===== config.mk =====
export PLATFORM = sky130hd
export DESIGN_NAME = gbdt_dma_tx_flat
export DESIGN_NICKNAME = d
export VERILOG_FILES = /design/src/rtl/gbdt_dma_tx_if.sv /design/src/rtl/gbdt_dma_tx.sv /design/src/flat_wrapper.sv
export SDC_FILE = /design/constraint.sdc
export NUM_CORES = 1
export LEC_CHECK = 0
export ABC_AREA = 1
export BUFFER_PORTS_ARGS = -buffer_cell sky130_fd_sc_hd__buf_2
export CORE_ASPECT_RATIO = 1.2
export CORE_UTILIZATION = 47
export CTS_BUF_LIST = sky130_fd_sc_hd__clkbuf_16
export CTS_CLUSTER_DIAMETER = 80
export DETAILED_ROUTE_END_ITERATION = 12
export MAX_ROUTING_LAYER = met4
export PLACE_DENSITY = 0.71
export SETUP_SLACK_MARGIN = 0.3
export SYNTH_ARGS = -nofsm -noshare
export SYNTH_HDL_FRONTEND = slang
export SYNTH_SLANG_ARGS = --single-unit

===== constraint.sdc =====
create_clock -name gbdt_clk -period 4.07 [get_ports gbdt_clk]
set_input_delay 0 -clock gbdt_clk [delete_from_list [all_inputs] [get_ports gbdt_clk]]
set_output_delay 0 -clock gbdt_clk [all_outputs]
set_load 0.005 [all_outputs]

===== src/rtl/gbdt_dma_tx_if.sv =====
// gbdt_dma_tx_if: host push port, burst controls and DMA beat stream of the GBDT feature transmitter
interface gbdt_dma_tx_if #(
    parameter int DMA_RATE   = 32,
    parameter int FIFO_DEPTH = 16,
    parameter int CNT_W      = $clog2(FIFO_DEPTH) + 1
);
    logic [DMA_RATE-1:0] in_data;
    logic                in_valid;
    logic                in_ready;
    logic [CNT_W-1:0]    beats_per_sample;
    logic                tx_enable;
    logic                done;
    logic [DMA_RATE-1:0] DMA_data;
    logic                DMA_valid;
    logic                busy;
    logic                cfg_err;
    logic [15:0]         samples_sent;
    logic [CNT_W-1:0]    fifo_count;

    modport slave (
        input  in_data, in_valid, beats_per_sample, tx_enable, done,
        output in_ready, DMA_data, DMA_valid, busy, cfg_err, samples_sent, fifo_count
    );
    modport master (
        output in_data, in_valid, beats_per_sample, tx_enable, done,
        input  in_ready, DMA_data, DMA_valid, busy, cfg_err, samples_sent, fifo_count
    );
endinterface


===== src/rtl/gbdt_dma_tx.sv =====
// gbdt_dma_tx: buffers host feature words and emits one sample per burst, interlocked on the accelerator's done edge
module gbdt_dma_tx #(
    parameter int DMA_RATE   = 32,
    parameter int FIFO_DEPTH = 16,
    parameter int CNT_W      = $clog2(FIFO_DEPTH) + 1
) (
    input logic          gbdt_clk,
    input logic          gbdt_rst,
    gbdt_dma_tx_if.slave bus
);
    localparam int AW = $clog2(FIFO_DEPTH);
    typedef enum logic [1:0] {IDLE, BURST, WAIT_DONE} state_t;
    state_t              state_q, state_d;
    logic [DMA_RATE-1:0] mem_q [FIFO_DEPTH];
    logic [DMA_RATE-1:0] data_q, data_d;
    logic [AW:0]         wr_q, wr_d, rd_q, rd_d;
    logic [CNT_W-1:0]    cnt_q, cnt_d, count, n_eff;
    logic [15:0]         sent_q, sent_d;
    logic                valid_q, valid_d, cfg_err_q, cfg_err_d, done_q;
    logic                push, pop, start, illegal;

    assign count   = CNT_W'(wr_q - rd_q);
    assign push    = bus.in_valid && bus.in_ready;
    assign illegal = bus.beats_per_sample > CNT_W'(FIFO_DEPTH);
    assign n_eff   = (bus.beats_per_sample == '0) ? CNT_W'(1) : bus.beats_per_sample;
    assign start   = state_q == IDLE && bus.tx_enable && !cfg_err_q && !illegal && count >= n_eff;
    // The head word leaves on the start edge itself; cnt_q then holds the beats still to go
    assign pop     = start || (state_q == BURST && cnt_q != '0);

    always_comb begin
        state_d   = state_q;
        cnt_d     = cnt_q;
        sent_d    = sent_q;
        cfg_err_d = cfg_err_q || (state_q == IDLE && illegal);
        case (state_q)
            IDLE: if (start) begin
                state_d = BURST;
                cnt_d   = n_eff - CNT_W'(1);
            end
            BURST: if (cnt_q != '0) cnt_d = cnt_q - CNT_W'(1);
                   else state_d = WAIT_DONE;
            WAIT_DONE: if (bus.done && !done_q) begin
                state_d = IDLE;
                sent_d  = sent_q + 16'd1;
            end
            default: state_d = IDLE;
        endcase
        wr_d    = wr_q + {{AW{1'b0}}, push};
        rd_d    = rd_q + {{AW{1'b0}}, pop};
        valid_d = pop;
        data_d  = pop ? mem_q[rd_q[AW-1:0]] : '0;
    end

    always_ff @(posedge gbdt_clk) begin
        if (gbdt_rst) begin
            state_q   <= IDLE;
            wr_q      <= '0;
            rd_q      <= '0;
            cnt_q     <= '0;
            sent_q    <= '0;
            valid_q   <= 1'b0;
            data_q    <= '0;
            cfg_err_q <= 1'b0;
            done_q    <= 1'b0;
        end else begin
            state_q   <= state_d;
            wr_q      <= wr_d;
            rd_q      <= rd_d;
            cnt_q     <= cnt_d;
            sent_q    <= sent_d;
            valid_q   <= valid_d;
            data_q    <= data_d;
            cfg_err_q <= cfg_err_d;
            done_q    <= bus.done;
        end
    end

    always_ff @(posedge gbdt_clk) begin
        if (push) mem_q[wr_q[AW-1:0]] <= bus.in_data;
    end

    assign bus.in_ready     = count != CNT_W'(FIFO_DEPTH);
    assign bus.DMA_data     = data_q;
    assign bus.DMA_valid    = valid_q;
    assign bus.busy         = state_q != IDLE;
    assign bus.cfg_err      = cfg_err_q;
    assign bus.samples_sent = sent_q;
    assign bus.fifo_count   = count;
endmodule


===== src/flat_wrapper.sv =====
// flat-port wrapper written by rule: the top's interface ports become plain ports
module gbdt_dma_tx_flat 
#(
    parameter int DMA_RATE   = 32,
    parameter int FIFO_DEPTH = 16,
    parameter int CNT_W      = $clog2(FIFO_DEPTH) + 1
)
  (gbdt_clk, gbdt_rst, bus_in_data, bus_in_valid, bus_beats_per_sample, bus_tx_enable, bus_done, bus_in_ready, bus_DMA_data, bus_DMA_valid, bus_busy, bus_cfg_err, bus_samples_sent, bus_fifo_count);
  gbdt_dma_tx_if #(.DMA_RATE(DMA_RATE), .FIFO_DEPTH(FIFO_DEPTH), .CNT_W(CNT_W)) bus_i ();
  input logic gbdt_clk;
  input logic gbdt_rst;
  input wire logic [$bits(bus_i.in_data)-1:0] bus_in_data;
  input wire logic [$bits(bus_i.in_valid)-1:0] bus_in_valid;
  input wire logic [$bits(bus_i.beats_per_sample)-1:0] bus_beats_per_sample;
  input wire logic [$bits(bus_i.tx_enable)-1:0] bus_tx_enable;
  input wire logic [$bits(bus_i.done)-1:0] bus_done;
  output wire logic [$bits(bus_i.in_ready)-1:0] bus_in_ready;
  output wire logic [$bits(bus_i.DMA_data)-1:0] bus_DMA_data;
  output wire logic [$bits(bus_i.DMA_valid)-1:0] bus_DMA_valid;
  output wire logic [$bits(bus_i.busy)-1:0] bus_busy;
  output wire logic [$bits(bus_i.cfg_err)-1:0] bus_cfg_err;
  output wire logic [$bits(bus_i.samples_sent)-1:0] bus_samples_sent;
  output wire logic [$bits(bus_i.fifo_count)-1:0] bus_fifo_count;
  assign bus_i.in_data = bus_in_data;
  assign bus_i.in_valid = bus_in_valid;
  assign bus_i.beats_per_sample = bus_beats_per_sample;
  assign bus_i.tx_enable = bus_tx_enable;
  assign bus_i.done = bus_done;
  assign bus_in_ready = bus_i.in_ready;
  assign bus_DMA_data = bus_i.DMA_data;
  assign bus_DMA_valid = bus_i.DMA_valid;
  assign bus_busy = bus_i.busy;
  assign bus_cfg_err = bus_i.cfg_err;
  assign bus_samples_sent = bus_i.samples_sent;
  assign bus_fifo_count = bus_i.fifo_count;
  gbdt_dma_tx #(.DMA_RATE(DMA_RATE), .FIFO_DEPTH(FIFO_DEPTH), .CNT_W(CNT_W)) u_core (.gbdt_clk(gbdt_clk), .gbdt_rst(gbdt_rst), .bus(bus_i));
endmodule

==> results of run 1 <==
## worst register-to-register path, cell delays in order, from the launching register on
cell     delay [ns]
dfxtp_4        0.65
inv_2          0.31
ha_1           0.36
nand2_1        0.05
o21ai_0        0.19
xnor2_1        0.11
nand3_1        0.18
nand4_1        0.44
nor2_4         0.64
buf_12         0.28
## layout by cell type, fill, tap and decap left out, drive strengths merged, types with 2 or more instances in the layout
cell type	instances
edfxtp	512
nor2	375
o21ai	275
nand2	190
buf	127
o22ai	97
inv	69
dfxtp	68
clkbuf	59
a21oi	52
dlygate4sd3	41
nand3	39
clkinv	32
o211ai	30
ha	14
nor3	6
nand4	5
xnor2	5
bufinv	5
o21a	4
xor2	3
nand3b	2
## sequential cells by signal, indices dropped and copies added (netlist names)
name,flops
u_core.mem_q,512
u_core.bus.DMA_data,32
u_core.bus.samples_sent,16
u_core.cnt_q,5
u_core.rd_q,5
u_core.wr_q,5
u_core.state_q,2
u_core.bus.DMA_valid,1
u_core.bus.cfg_err,1
u_core.done_q,1
## worst min path at each step
stage,from,endpoint,cells past startpoint
after detailed placement,bus_done,u_core.done_q,3
after global routing,bus_tx_enable,u_core.cnt_q[3],8
after floorplan,gbdt_rst,u_core.bus.samples_sent[3],1
final,bus_tx_enable,u_core.cnt_q[3],8
after CTS,bus_tx_enable,u_core.cnt_q[3],8
after global placement,bus_done,u_core.done_q,3
## cells by family (layout without fill, tap and decap cells)
logic type | count (synthesis) | in the layout | share of synthesized area, %
buffers and inverters | 167 | 334 | 3.68
AND/OR/NAND/NOR | 620 | 620 | 10.7
flip-flops | 580 | 580 | 73.4
AO/OA/AOI/OAI | 460 | 460 | 11.0
adder cells (fa/ha/maj) | 15 | 15 | 0.856
XOR/XNOR | 8 | 8 | 0.307
## metal layers
| layer | GRT usage (%) | wire length, µm | up-vias |
|---|---|---|---|
| met5 | - | 0 | - |
| met4 | 6.66 | 1270 | 0 |
| met3 | 3.76 | 3960 | 92 |
| met2 | 39.1 | 28100 | 579 |
| met1 | 28.4 | 21800 | 7451 |
| li1 | - | - | 6888 |
## power breakdown
group	internal, mW	switching [mW]	total [mW]
combinational	0.170	0.373	0.543
sequential	6.56	0.0243	6.58
clock	2.95	2.22	5.17
total	9.67	2.62	12.3
## layout make-up
class | count | area, µm² | share of cell area, %
flip-flops and latches | 580 | 16700 | 63.8
clock inverters | 47 | 370 | 1.41
multi-input cells | 1103 | 5360 | 20.4
repair buffers | 168 | 1280 | 4.88
inverters | 60 | 230 | 0.877
well taps | 630 | 788 | 3.00
clock buffers | 59 | 1480 | 5.62
## timing repair
action,4_1_cts,5_1_grt
hold buffers,41,0
endpoints found under the hold margin,530,0
endpoints found under the setup margin,0,0
## per-stage QoR
stage / utilization (%) / hold WS (ns)
6_report: 54.7 / 0.0292
5_1_grt: 54.7 / 0.0594
4_1_cts: 54.7 / 0.0114
3_5_place_dp: 50.0 / 0.240
3_3_place_gp: 50.0 / 0.241
2_1_floorplan: - / 0.0761
==> flow_metrics.tcl, run 1 <==
set metrics [dict create \
    leakagePower_nw 9.34 \
    min_period_ns 3.50 \
    vias 15000 \
    reg2reg_slack_ns 0.57 \
    cts_root_buf "clkbuf_16" \
    drc 0 \
    dr.first_iter.drc_count 1438 \
    max-cap-violations 0 \
    ios 99 \
    fin_crit_sh_pct 86.0 \
    hp-class "input port to flop" \
    grt_first_pass_wirelength_um 84400 \
    tns_ns 0 \
    vdd.ir_drop.worst_v 0.000350 \
    die_area_mm2 0.0494 \
    pre_cts_ws_ns 0.613 \
    tightest_slew_ns 1.29 \
    clock.fmax_ghz 0.286 \
    syn-cell-area_mm2 0.0228 \
    final_cells 2647 \
    numClockSinks 580 \
    cts_tree "done" \
    setup_viol_count_final 0 \
    yosysSeqAreaShare_pct 73.4 \
    cts_buffer_depth 3 \
    ys_types 38 \
    gp_routability_congestion 0.874 \
    start_kind "flop" \
    syn_nets 1907 \
    portBuffers 98 \
    areaGrowthSynthToFinish_pct 15.1 \
    grt_pass1_vias 15000 \
    core_mm2 0.0480 \
    rsz0062_at_grt "no" \
    ys.warnings.count 0 \
    slew_viol_final 0 \
    end_kind "flop" \
    cpMaxStageDelayCell "dfxtp_4" \
    antenna_left 0 \
    fill_cells 3913 \
    synth_common_cells "edfxtp_1, nor2_1, o21ai_0, nand2_1, o22ai_1" \
    path_class "flop to flop" \
    reg2reg_depth 9 \
    fin_nets 2026 \
    finish.instance_area_mm2 0.0262 \
    dieHeight_um 243 \
    rows 88 \
    cp_top_family "simple AND/OR/NAND/NOR gates" \
    power_density_mw_per_mm2 468 \
    relSlewSlack_pct 14.1 \
    dpl.cell_count 2500 \
    fin_ws_ns 0.570 \
    crit_cells 9 \
    dr.pass1.iters 6 \
    synth-edff-count 512 \
    cp-endpoint "u_core.mem_q[1][18]" \
    n_antenna_cell 0 \
    synth.most_common_cell "edfxtp_1" \
    fp.dieW_um 203 \
    required_ns 4.38 \
    start_util_pct 47.5 \
    reg2reg_from "u_core.rd_q[1]" \
    synth_cells 1850 \
    ys_ff_latch 580 \
    post_cts_buffers 0 \
    drive_gt1_share_pct 12.1 \
    fin_worst_skew_ns 0.0247 \
    r2r_end "u_core.mem_q[1][18]" \
    crit_chain "inv_2, ha_1, nand2_1, o21ai_0, xnor2_1, nand3_1, nand4_1, nor2_4, buf_12" \
    synth_area_leaders "edfxtp_1, nor2_1, dfxtp_1" \
    p_total_mw 12.3 \
    ys.flop_type "edfxtp_1" \
    yosysTopAreaCell "edfxtp_1" \
    grt_overflow 0 \
    insertion_delay_ns 0.62 \
    grt_max_degree 177 \
    place_hpwl_um 29700 \
    path_clk_slew_ns 0.07 \
    crit_arrival_ns 3.81 \
    cp-startpoint "u_core.rd_q[1]" \
    syn_avg_cell_area_um2 12.3 \
    ys_async_sr_fraction_pct 0 \
    hold_viol_final 0 \
    synth.top_cell.area_share_pct 67.4 \
    htree_levels 2 \
    routed_wl_um 55100 \
    crit_fanout 43 \
    cp_slowest_stage_delay_ns 0.65 \
    grt_usage_pct 23.0 \
    wl_per_cell_um 20.8 \
    cts_resized 0 \
    antenna_found_initial 0 \
    status "complete, no violations" \
    viasPerCell 5.67 \
    cts_buffers 56 \
    crit_buf_inv 2 \
    placed_area_mm2 0.0240 \
]
No activity file was read; power rests on OpenSTA's default activity.
==> run 2: changes to the inputs <==
--- a/config.mk
+++ b/config.mk
@@ -13,7 +13,7 @@
 export CTS_CLUSTER_DIAMETER = 80
 export DETAILED_ROUTE_END_ITERATION = 12
 export MAX_ROUTING_LAYER = met4
-export PLACE_DENSITY = 0.71
+export PLACE_DENSITY_LB_ADDON = 0.05
 export SETUP_SLACK_MARGIN = 0.3
 export SYNTH_ARGS = -nofsm -noshare
 export SYNTH_HDL_FRONTEND = slang
==> constraint.sdc (replaced) <==
create_clock -name gbdt_clk -period 4.1 [get_ports gbdt_clk]
set_input_delay 0 -clock gbdt_clk [delete_from_list [all_inputs] [get_ports gbdt_clk]]
set_output_delay 0 -clock gbdt_clk [all_outputs]
set_load 0.005 [all_outputs]
==> run 2 against run 1 <==
  * Design area rose by 0.11%
  * Wire length up 5.7%
  * Critical path depth up 2
  * Critical path type unchanged
  * Critical endpoint is now u_core.mem_q[11][22]
==> flow_metrics.tcl, run 2 (synthesis results as in run 1) <==
set metrics [dict create \
    gr-usage-met2_pct 40.3 \
    routed_wl_um 58300 \
    setup_viol_count_final 0 \
    cts_tree "done" \
    fin_worst_skew_ns 0.0110 \
    slew_viol_final 0 \
    portBuffers 98 \
    reg2reg_depth 11 \
    dr.pass1.iters 5 \
    dr.first_iter.drc_count 1070 \
    antenna_left 0 \
    status "complete, no violations" \
    wl_per_cell_um 21.9 \
    met1_usage_pct 32.6 \
    vdd.ir_drop.worst_v 0.000374 \
    pre_cts_ws_ns 0.877 \
    crit_arrival_ns 3.46 \
    core_mm2 0.0480 \
    cts_buffers 58 \
    hold_viol_final 0 \
    relSlewSlack_pct 30.7 \
    numClockSinks 580 \
    path_class "flop to flop" \
    grt.met3_usage_pct 3.50 \
    gp_routability_congestion 0.789 \
    ios 99 \
    p_total_mw 12.0 \
    grt_first_pass_wirelength_um 89200 \
    cp-endpoint "u_core.mem_q[11][22]" \
    grt_overflow 0 \
    rows 88 \
    die_area_mm2 0.0494 \
    cts_root_buf "clkbuf_16" \
    antenna_found_initial 0 \
    max-cap-violations 0 \
    cp-startpoint "u_core.wr_q[0]" \
    cts_buffer_depth 3 \
    viasPerCell 5.48 \
    dieHeight_um 243 \
    start_util_pct 47.5 \
    min_period_ns 3.23 \
    areaGrowthSynthToFinish_pct 15.2 \
    clock.fmax_ghz 0.310 \
    power_density_mw_per_mm2 458 \
    fin_crit_sh_pct 78.7 \
    fin_ws_ns 0.872 \
    drc 0 \
    grt_usage_pct 24.8 \
    largest_reg_flops 512 \
    layout_commonest_cell "edfxtp_1" \
    crit_fanout 30 \
    fin_nets 2036 \
    end_kind "flop" \
    tns_ns 0 \
    r2r_end "u_core.mem_q[11][22]" \
    fill_cells 4160 \
    grt_pass1_vias 14300 \
    insertion_delay_ns 0.60 \
    path_clk_slew_ns 0.06 \
    htree_levels 2 \
    vias 14600 \
    rsz0062_at_grt "no" \
    start_kind "flop" \
    n_antenna_cell 0 \
    final_cell_mix "edfxtp_1, nor2_1, o21ai_0, nand2_1, buf_2" \
    hp-class "input port to flop" \
    reg2reg_slack_ns 0.87 \
    top_usage_layer "met2" \
    reg2reg_from "u_core.wr_q[0]" \
    hold_depth 9 \
    required_ns 4.33 \
    drive_gt1_share_pct 11.7 \
    leakagePower_nw 9.39 \
    fin_util_pct 54.7 \
    place_hpwl_um 31100 \
    tightest_slew_ns 1.04 \
    grt_max_degree 166 \
    fp.dieW_um 203 \
]
-- run 2: worst max-delay path: stages (launching register included) --
cell and delay, ns:
dfxtp_1 0.36, inv_1 0.09, ha_1 0.21, fa_1 0.41, inv_1 0.07, nand3_1 0.08
nand3_1 0.13, nand2_2 0.08, nand3_1 0.20, nand4_1 0.42, nor2_4 0.25, buf_4 0.54
-- run 2: metal layers --
metal | share of wire, % | vias to the layer above
li1 | - | 6912
met1 | 44 | 7249
met2 | 50 | 321
met3 | 4.0 | 85
met4 | 2.4 | 0
met5 | 0 | -
-- run 2: what timing repair did --
item,in CTS,in global routing
hold buffers,42,0
endpoints found under the hold margin,533,0
buffers inserted,0,0
gates resized for setup,0,0
-- run 2: per-stage QoR --
stage / hold slack, ns / area [µm²] / std cells
2_1_floorplan: 0.0761 / 22800 / 1850
3_3_place_gp: 0.228 / 24100 / 2507
3_5_place_dp: 0.262 / 24100 / 2507
4_1_cts: 0.0557 / 26300 / 2659
5_1_grt: 0.131 / 26300 / 2659
6_report: 0.0894 / 26300 / 2659
-- run 2: layout make-up --
class	count	area [µm²]	area share (%)
Clock buffer	61	1530	5.81
Clock inverter	49	250	0.952
Multi-Input combinational cell	1103	5360	20.4
Timing Repair Buffer	176	1380	5.26
Tap cell	630	788	3.00
Sequential cell	580	16700	63.7
Inverter	60	230	0.876
-- run 2: report_power, final --
part	total [mW]	switching [mW]	leakage, nW	internal, mW
Clock	4.94	2.16	0.956	2.78
Combinational	0.553	0.381	3.26	0.172
Sequential	6.53	0.0221	5.18	6.51
-- run 2: worst min-delay path by stage --
stage	startpoint	endpoint
after floorplan	gbdt_rst	u_core.bus.samples_sent[3]
after global placement	bus_done	u_core.done_q
after detailed placement	bus_done	u_core.done_q
after CTS	bus_beats_per_sample[2]	u_core.cnt_q[3]
after global routing	bus_beats_per_sample[2]	u_core.cnt_q[0]
final	bus_beats_per_sample[2]	u_core.cnt_q[2]
==> run 3: changes to the inputs <==
==> constraint.sdc (replaced) <==
create_clock -name gbdt_clk -period 3.1 [get_ports gbdt_clk]
set_input_delay 0 -clock gbdt_clk [delete_from_list [all_inputs] [get_ports gbdt_clk]]
set_output_delay 0 -clock gbdt_clk [all_outputs]
set_load 0.005 [all_outputs]
==> run 3 against run 2 <==
  * Core utilization is 2.9 points higher
  * Non-clock buffer count rose by 91
  * Sequential share of layout area decreased by 3.2 points
  * Critical endpoint is now u_core.bus.DMA_data[12]
  * Largest power group unchanged
  * Highest routed layer unchanged
==> flow_metrics.tcl, run 3 (synthesis results as in run 1) <==
set metrics [dict create \
    vdd.ir_drop.worst_v 0.000446 \
    ios 99 \
    start_kind "flop" \
    rsz0062_at_grt "yes" \
    dr.pass1.iters 5 \
    grt_max_degree 83 \
    wl_per_cell_um 23.0 \
    sequentialPowerShare_pct 53.1 \
    relSlewSlack_pct 35.3 \
    vias 15500 \
    routed_wl_um 63300 \
    cts_root_buf "clkbuf_16" \
    swShare_pct 21.8 \
    path_class "flop to flop" \
    hold_viol_final 0 \
    core_mm2 0.0480 \
    crit_fanout 8 \
    cp-startpoint "u_core.wr_q[0]" \
    reg2reg_from "u_core.wr_q[0]" \
    reg2reg_slack_ns 0.31 \
    fin_nets 2138 \
    hp-class "input port to flop" \
    grt_usage_pct 26.6 \
    viasPerCell 5.60 \
    start_util_pct 47.5 \
    setup_viol_count_final 0 \
    fp.dieW_um 203 \
    power_density_mw_per_mm2 588 \
    antenna_left 0 \
    grt_overflow 0 \
    p_int_mw 12.7 \
    r2r_end "u_core.bus.DMA_data[12]" \
    pwr-share-clk_pct 41.5 \
    place_hpwl_um 31900 \
    p_total_mw 16.3 \
    n_antenna_cell 0 \
    largest_reg_flops 512 \
    min_period_ns 2.79 \
    final_cell_mix "edfxtp_1, nor2_1, o21ai_0, nand2_1, buf_2" \
    dr.first_iter.drc_count 1178 \
    switching_power_mw 3.55 \
    grt.met3_usage_pct 2.66 \
    fin_crit_sh_pct 89.8 \
    portBuffers 98 \
    slew_viol_final 0 \
    reg2reg_depth 20 \
    grt_first_pass_wirelength_um 95000 \
    layout_commonest_cell "edfxtp_1" \
    drive_gt1_share_pct 18.4 \
    status "complete, no violations" \
    cts_buffers 57 \
    comb_power_share_pct 5.4 \
    leakagePower_nw 9.95 \
    drc 0 \
    cp-endpoint "u_core.bus.DMA_data[12]" \
    die_area_mm2 0.0494 \
    htree_levels 2 \
    fin_worst_skew_ns 0.0281 \
    met1_usage_pct 35.0 \
    dpl.cell_count 2534 \
    numClockSinks 580 \
    dieHeight_um 243 \
    clock.fmax_ghz 0.359 \
    end_kind "flop" \
    tightest_slew_ns 0.968 \
    antenna_found_initial 1 \
    max-cap-violations 0 \
    top_usage_layer "met2" \
    areaGrowthSynthToFinish_pct 21.2 \
    cts_buffer_depth 3 \
    grt_pass1_vias 15200 \
    path_clk_slew_ns 0.06 \
    gp_routability_congestion 0.820 \
    cts_tree "done" \
    gr-usage-met2_pct 43.5 \
    crit_arrival_ns 3.30 \
    final_cells 2759 \
    rows 88 \
    required_ns 3.62 \
    insertion_delay_ns 0.63 \
]
run 3: cell count changes in the layout (fill, tap and decap cells not counted), sizes merged, moves of 2 or more:
cell | before | now
bufinv | 2 | 5
clkinv | 22 | 28
nor2 | 375 | 387
buf | 134 | 224
inv | 83 | 74
clkbuf | 61 | 59
run 3: layout make-up:
cell class                 count  area (µm²)
clock buffer                  58        1450
timing repair buffer         267        2350
inverter                      60         234
multi-input combinational   1115        5720
tap                          630         788
sequential                   580       16700
clock inverter                49         362
fill                        4053       20400
run 3: how the worst min path moves through the flow:
stage                   from                         end  depth (start not counted)
3_5_place_dp        bus_done               u_core.done_q                          3
4_1_cts        bus_tx_enable             u_core.cnt_q[3]                          9
2_1_floorplan       gbdt_rst  u_core.bus.samples_sent[3]                          1
6_report       bus_tx_enable             u_core.cnt_q[3]                          9
5_1_grt        bus_tx_enable             u_core.cnt_q[3]                          9
3_3_place_gp        bus_done               u_core.done_q                          3
run 3: repair_timing:
action                                 in CTS  in global routing
resized for setup                          29                 44
cloned                                     14                  1
endpoints found under the hold margin     532                  0
setup buffers                              56                  6
hold buffers                               41                  0
setup endpoints to repair                 537                151
pin swaps                                  22                 18
run 3: power by group through the flow:
stage | Clock (mW) | Combinational, mW | Sequential, mW
final | 6.74 | 0.879 | 8.64
after global routing | 7.12 | 0.969 | 8.64
after CTS | 6.84 | 0.856 | 8.64
after detailed placement | 0 | 0.726 | 8.80
after global placement | 0 | 0.719 | 8.80
after floorplan | 0 | 0.400 | 8.80
run 3: per-layer routing:
metal | wire length [µm] | share of wire (%) | vias to the layer above
met4 | 2090 | 3.3 | 0
met5 | 0 | 0 | -
li1 | - | - | 7137
met1 | 26400 | 42 | 7740
met3 | 3130 | 4.9 | 127
met2 | 31700 | 50 | 457
run 3: critical path, cell delays in order (launching register included):
cell and delay (ns):
dfxtp_2 0.33, inv_2 0.05, ha_4 0.16, fa_2 0.40, buf_6 0.14, xnor2_4 0.15
buf_6 0.13, ha_4 0.19, nand2_2 0.06, inv_2 0.03, nand2_2 0.04, nand3_2 0.06
a21oi_2 0.11, nand2_1 0.07, nand2_2 0.09, nand2_4 0.07, buf_12 0.14, nand2_8 0.13
buf_6 0.14, buf_12 0.13, nor2_1 0.04
run 3: metrics by stage:
step | utilization [%] | TNS, ns | hold WS (ns) | setup slack (ns) | cell area, µm²
after CTS | 57.1 | 0 | 0.0587 | 0.298 | 27400
after global routing | 57.6 | 0 | 0.139 | 0.187 | 27600
after global placement | 50.4 | -9.66 | 0.227 | -0.176 | 24200
final | 57.6 | 0 | 0.110 | 0.315 | 27600
after floorplan | - | 0 | 0.0761 | 0.280 | 23000
after detailed placement | 50.4 | -15.32 | 0.239 | -0.223 | 24200
